===== src/rtl/fsb_prefetch_buffer.sv =====
// Fully associative read-prefetch line buffer on the 68030 FSB: hits are terminated with CPU_nSTERM,
// misses start a line fill from memory, and cacheable writes are merged into buffered lines.
module fsb_prefetch_buffer #(
  parameter int ADDR_W     = 26,
  parameter int LINE_WORDS = 4,
  parameter int ENTRIES    = 4
) (
  input  logic              CLK,
  input  logic              nRST,
  input  logic              CPU_nAS,
  input  logic              RW,
  input  logic              CACHE_SEL,
  input  logic [ADDR_W-1:0] A,
  input  logic [31:0]       WRD,
  input  logic [3:0]        WRM,
  input  logic              CLR,
  output logic [31:0]       RDD,
  output logic              CPU_nSTERM,
  output logic              FILL_REQ,
  output logic [ADDR_W-1:0] FILL_A,
  input  logic              FILL_VALID,
  input  logic [31:0]       FILL_D
);
  localparam int OFF_W = $clog2(LINE_WORDS);
  localparam int TAG_W = ADDR_W - OFF_W;
  localparam int IDX_W = (ENTRIES > 1) ? $clog2(ENTRIES) : 1;

  typedef enum logic [2:0] {IDLE, LOOKUP, TERM, FILL, WAITAS} state_t;

  state_t                                   state_q, state_d;
  logic                                     nas_q, nas_d;
  logic [ADDR_W-1:0]                        a_q, a_d;
  logic [ENTRIES-1:0]                       valid_q, valid_d;
  logic [ENTRIES-1:0][TAG_W-1:0]            tag_q, tag_d;
  logic [ENTRIES-1:0][LINE_WORDS-1:0][31:0] data_q, data_d;
  logic [IDX_W-1:0]                         victim_q, victim_d;
  logic [OFF_W-1:0]                         beat_q, beat_d;
  logic                                     poison_q, poison_d;
  logic [31:0]                              rdd_q, rdd_d;
  logic                                     sterm_q, sterm_d;
  logic                                     fill_req_q, fill_req_d;
  logic [ADDR_W-1:0]                        fill_a_q, fill_a_d;

  logic             start, wr_start, wr_hit, lk_hit;
  logic [IDX_W-1:0] wr_idx, lk_idx;
  logic [TAG_W-1:0] a_tag, l_tag;
  logic [OFF_W-1:0] a_word, l_word;

  assign a_tag    = A[ADDR_W-1:OFF_W];
  assign a_word   = A[OFF_W-1:0];
  assign l_tag    = a_q[ADDR_W-1:OFF_W];
  assign l_word   = a_q[OFF_W-1:0];
  assign start    = nas_q & ~CPU_nAS;
  assign wr_start = start & CACHE_SEL & ~RW;

  // Tag match for the live write address and for the latched read address.
  always_comb begin
    wr_hit = 1'b0;
    wr_idx = '0;
    lk_hit = 1'b0;
    lk_idx = '0;
    for (int i = 0; i < ENTRIES; i++) begin
      if (valid_q[i] && tag_q[i] == a_tag) begin
        wr_hit = 1'b1;
        wr_idx = IDX_W'(i);
      end
      if (valid_q[i] && tag_q[i] == l_tag) begin
        lk_hit = 1'b1;
        lk_idx = IDX_W'(i);
      end
    end
  end

  always_comb begin
    state_d    = state_q;
    nas_d      = CPU_nAS;
    a_d        = a_q;
    valid_d    = valid_q;
    tag_d      = tag_q;
    data_d     = data_q;
    victim_d   = victim_q;
    beat_d     = beat_q;
    poison_d   = poison_q;
    rdd_d      = rdd_q;
    sterm_d    = 1'b1;
    fill_req_d = fill_req_q;
    fill_a_d   = fill_a_q;

    // Write merges are honoured both when idle and while a fill is in flight.
    if (wr_start && wr_hit && (state_q == IDLE || state_q == FILL)) begin
      for (int b = 0; b < 4; b++)
        if (WRM[b]) data_d[wr_idx][a_word][8*b +: 8] = WRD[8*b +: 8];
    end

    case (state_q)
      IDLE: begin
        if (start) begin
          if (CACHE_SEL && RW) begin
            state_d = LOOKUP;
            a_d     = A;
          end else begin
            state_d = WAITAS;
          end
        end
      end
      LOOKUP: begin
        if (CPU_nAS) begin
          state_d = IDLE;
        end else if (lk_hit) begin
          rdd_d   = data_q[lk_idx][l_word];
          sterm_d = 1'b0;
          state_d = TERM;
        end else begin
          fill_req_d        = 1'b1;
          fill_a_d          = {l_tag, {OFF_W{1'b0}}};
          valid_d[victim_q] = 1'b0;
          beat_d            = '0;
          poison_d          = 1'b0;
          state_d           = FILL;
        end
      end
      TERM: state_d = WAITAS;
      FILL: begin
        if ((wr_start && a_tag == l_tag) || CLR) poison_d = 1'b1;
        if (FILL_VALID) begin
          data_d[victim_q][beat_q] = FILL_D;
          beat_d = beat_q + 1'b1;
          if (beat_q == OFF_W'(LINE_WORDS - 1)) begin
            fill_req_d = 1'b0;
            if (!poison_d) begin
              valid_d[victim_q] = 1'b1;
              tag_d[victim_q]   = l_tag;
            end
            victim_d = (victim_q == IDX_W'(ENTRIES - 1)) ? '0 : victim_q + 1'b1;
            state_d  = CPU_nAS ? IDLE : WAITAS;
          end
        end
      end
      WAITAS: if (CPU_nAS) state_d = IDLE;
      default: state_d = IDLE;
    endcase

    if (CLR) valid_d = '0;
  end

  always_ff @(posedge CLK) begin
    if (!nRST) begin
      state_q    <= IDLE;
      nas_q      <= 1'b1;
      a_q        <= '0;
      valid_q    <= '0;
      tag_q      <= '0;
      victim_q   <= '0;
      beat_q     <= '0;
      poison_q   <= 1'b0;
      rdd_q      <= '0;
      sterm_q    <= 1'b1;
      fill_req_q <= 1'b0;
      fill_a_q   <= '0;
    end else begin
      state_q    <= state_d;
      nas_q      <= nas_d;
      a_q        <= a_d;
      valid_q    <= valid_d;
      tag_q      <= tag_d;
      victim_q   <= victim_d;
      beat_q     <= beat_d;
      poison_q   <= poison_d;
      rdd_q      <= rdd_d;
      sterm_q    <= sterm_d;
      fill_req_q <= fill_req_d;
      fill_a_q   <= fill_a_d;
    end
  end

  // Line data carries no reset; the valid bits gate every use of it.
  always_ff @(posedge CLK) data_q <= data_d;

  assign RDD        = rdd_q;
  assign CPU_nSTERM = sterm_q;
  assign FILL_REQ   = fill_req_q;
  assign FILL_A     = fill_a_q;
endmodule


===== config.mk =====
export PLATFORM = sky130hd
export DESIGN_NAME = fsb_prefetch_buffer
export DESIGN_NICKNAME = d
export VERILOG_FILES = /design/src/rtl/fsb_prefetch_buffer.sv
export SDC_FILE = /design/constraint.sdc
export NUM_CORES = 2
export LEC_CHECK = 0
export ABC_AREA = 1
export CAP_MARGIN = 20
export CORE_MARGIN = 3
export CORE_UTILIZATION = 31
export CTS_CLUSTER_SIZE = 8
export DETAILED_ROUTE_END_ITERATION = 16
export GPL_ROUTABILITY_DRIVEN = 0
export GPL_TIMING_DRIVEN = 0
export PLACE_DENSITY = 0.44
export SLEW_MARGIN = 15
export SYNTH_ARGS = -nofsm -noshare
export SYNTH_HDL_FRONTEND = slang
export SYNTH_SLANG_ARGS = --single-unit

===== constraint.sdc =====
create_clock -name CLK -period 5.2 [get_ports CLK]
set_input_delay 1.04 -clock CLK [delete_from_list [all_inputs] [get_ports CLK]]
set_output_delay 1.04 -clock CLK [all_outputs]
set_load 0.02 [all_outputs]

==> impl_metrics.tcl <==
set metrics [dict create \
    rsz0062_at_grt "no" \
    seqCellArea_um2 14100 \
    failed_checks "negative setup slack" \
    via_per_inst 5.51 \
    leakagePower_nw 25.0 \
    vdd_drop_max_mv 0.259 \
    hp-class "register to register" \
    crit_fanout 10 \
    grt_pass1_wl_mm 375 \
    overflow 0 \
    port-buffer-count 121 \
    io_pins 161 \
    syn_area_um2 42700 \
    die-width_um 377 \
    cp-startpoint "a_q[10]" \
    path_class "register to register" \
    fin_nets 7708 \
    synth_edf_count 0 \
    ys_warn_count 0 \
    post-dp-hpwl_mm 205 \
    post-route-period-util 1.04 \
    yosysTopAreaCellShare 0.330 \
    maxCapViolCount 0 \
    powerDensity_nw_per_um2 259 \
    status "finished with violations" \
    ys_seq_area_frac 0.330 \
    drc 0 \
    slew_headroom 0.123 \
    drv_slew 0 \
    die_h_um 377 \
    period_needed_ps 5420 \
    r2r_cells 16 \
    htree_levels 3 \
    reg2reg_slack_ps -220 \
    syn_area_per_cell_um2 5.82 \
    synth_cell_types 44 \
    r2r_end "RDD[24]" \
    mostFrequentLayoutCell "nand2_1" \
    cpMostUsedCell "nand2_1" \
    cp.arrival_ps 6110 \
    path_cells "buf_2, nand2_1, nand2_1, nor2_1, nand2_1, nor2_1, nand2_1, nand2_1, inv_1, clkbuf_1, nand3_1, nand3_1, nand3_1, nand3_1, nand2_1, inv_1" \
    cp.required_ps 5890 \
    setup_viol 8 \
    critPathSlowestCell "clkbuf_1" \
    num-fill-cells 15451 \
    postSynthCellCount 7343 \
    grt_pass1_vias 45031 \
    path_clk_slew_ps 50 \
    skew_ps 32.4 \
    crit_path_max_incr_delay_ps 980 \
    drive_above_1_share 0.0561 \
    worstMarginPinSlew_ps 1320 \
    hold_viol 0 \
    fmax_ghz 0.185 \
    cts_max_path_buffers 3 \
    synth-seq-cells 705 \
    synth_area_leaders "dfxtp_1 (33%), nand2_1 (25%), nand3_1 (11%)" \
    gr-usage-all-layers 0.382 \
    crit_path_start_kind "register" \
    drtIter0Drc 8336 \
    cts_setup_buffers 0 \
    endpoint "RDD[24]" \
    start_util 0.314 \
    antenna_found_initial 25 \
    fin_hold_ws_ps 440 \
    cts_resized 0 \
    wl_per_cell_um 30.1 \
    multi_input_area_um2 22500 \
    synth-async-reset-ratio 0 \
    insertion_delay_ps 750 \
    cts.sinks 705 \
    grt_start_max_net_pins 14 \
    cts_made_buffers 99 \
    final_area_um2 49400 \
    finalWorstSetupSlack_ps -220 \
    synth_ff_type "dfxtp_1" \
    fp-row-count 135 \
    routed_wl_mm 283 \
    dr.pass1.iters 8 \
    core_um2 136000 \
    fin_util 0.363 \
    clock-root-buffer "clkbuf_16" \
    tritoncts "yes" \
    pre_cts_ws_ps -266 \
    num_vias 51765 \
    finalPower_mw 12.8 \
    layout_common_cells "nand2_1 (2,804), inv_1 (1,117), nand3_1 (914), dfxtp_1 (705), nor2_1 (424)" \
    yosysTopAreaCell "dfxtp_1" \
    reg2reg_from "a_q[10]" \
    worstSetupEndpointType "register" \
    detail-route-antenna-nets 0 \
    area_growth_pct 15.7 \
    die_area_um2 142000 \
    dpl_cell_area_um2 46600 \
    cts-hold-fix-buffers 0 \
]
==> cell usage after synthesis (all sizes together), types with 7 or more instances <==
master,number
nand2,2806
inv,1158
nand3,924
dfxtp,705
nor2,474
clkbuf,299
a21oi,264
o21ai,227
buf,123
nand4,106
nand3b,95
xnor2,40
xor2,31
nor3,28
o22ai,23
ha,8
clkinv,7
==> critical path, delay by kind of cell, from the launching register on <==
family	cells	cell delay, ps
buffers and inverters	4	1990
flip-flops	1	420
AND/OR/NAND/NOR	12	2890
==> flip-flops by register name, indices dropped and copies added, names as in the netlist, named ones only <==
register	cells
data_q	512
tag_q	96
RDD	32
a_q	26
FILL_A	24
state_q	3
beat_q	2
victim_q	2
CPU_nSTERM	1
FILL_REQ	1
nas_q	1
poison_q	1
==> cell families (layout without fill, tap and decap cells) <==
family                     count (synthesis)  in the layout  synth area share
AOI/OAI and AO/OA                        528            528            0.0637
xor gates and xnor gates                  71             71            0.0146
adders and majority gates                  8              8           0.00234
buffers and inverters                   1587           1858             0.144
DFF                                      705            705             0.330
other                                      1              9         0.0000878
and+or+nand+nor                         4443           4443             0.445
==> per-stage QoR <==
stage                     std cells  setup TNS (ps)
after global placement         9246          -28980
after floorplan                7344               0
after CTS                      9390               0
after global routing           9396               0
after detailed placement       9273          -12800
final                          9403            -876
==> power by group <==
| group | switching, mW | internal, mW |
|---|---|---|
| Clock | 2.78 | 3.51 |
| Sequential | 0.0157 | 5.43 |
| Combinational | 0.834 | 0.234 |
==> cell type report <==
| type | count | share of cell area |
|---|---|---|
| clock buffer | 113 | 0.0533 |
| buffer | 422 | 0.0370 |
| antenna | 7 | 0.000354 |
| inverter | 1165 | 0.0885 |
| sequential | 705 | 0.286 |
| tap | 1781 | 0.0451 |
| clock inverter | 4 | 0.00116 |
| multi-input combinational | 5052 | 0.455 |
| timing repair buffer | 154 | 0.0337 |
==> how the worst min path moves through the flow <==
stage / start / endpoint / slack, ps / depth (start not counted)
floorplan: data_q[473] / data_q[473] / 450 / 2
global placement: FILL_A[8] / FILL_A[8] / 430 / 2
detailed placement: FILL_A[9] / FILL_A[9] / 440 / 2
CTS: FILL_A[9] / FILL_A[9] / 450 / 2
global route: FILL_A[7] / FILL_A[7] / 460 / 2
finish: FILL_A[9] / FILL_A[9] / 440 / 2
==> layer usage <==
layer	vias up	GRT usage	wire length, um
li1	22987	-	-
met1	24384	0.508	114000
met2	3614	0.527	110000
met3	766	0.140	39800
met4	14	0.215	18900
met5	-	0	163
No activity file was read; power rests on OpenSTA's default activity.
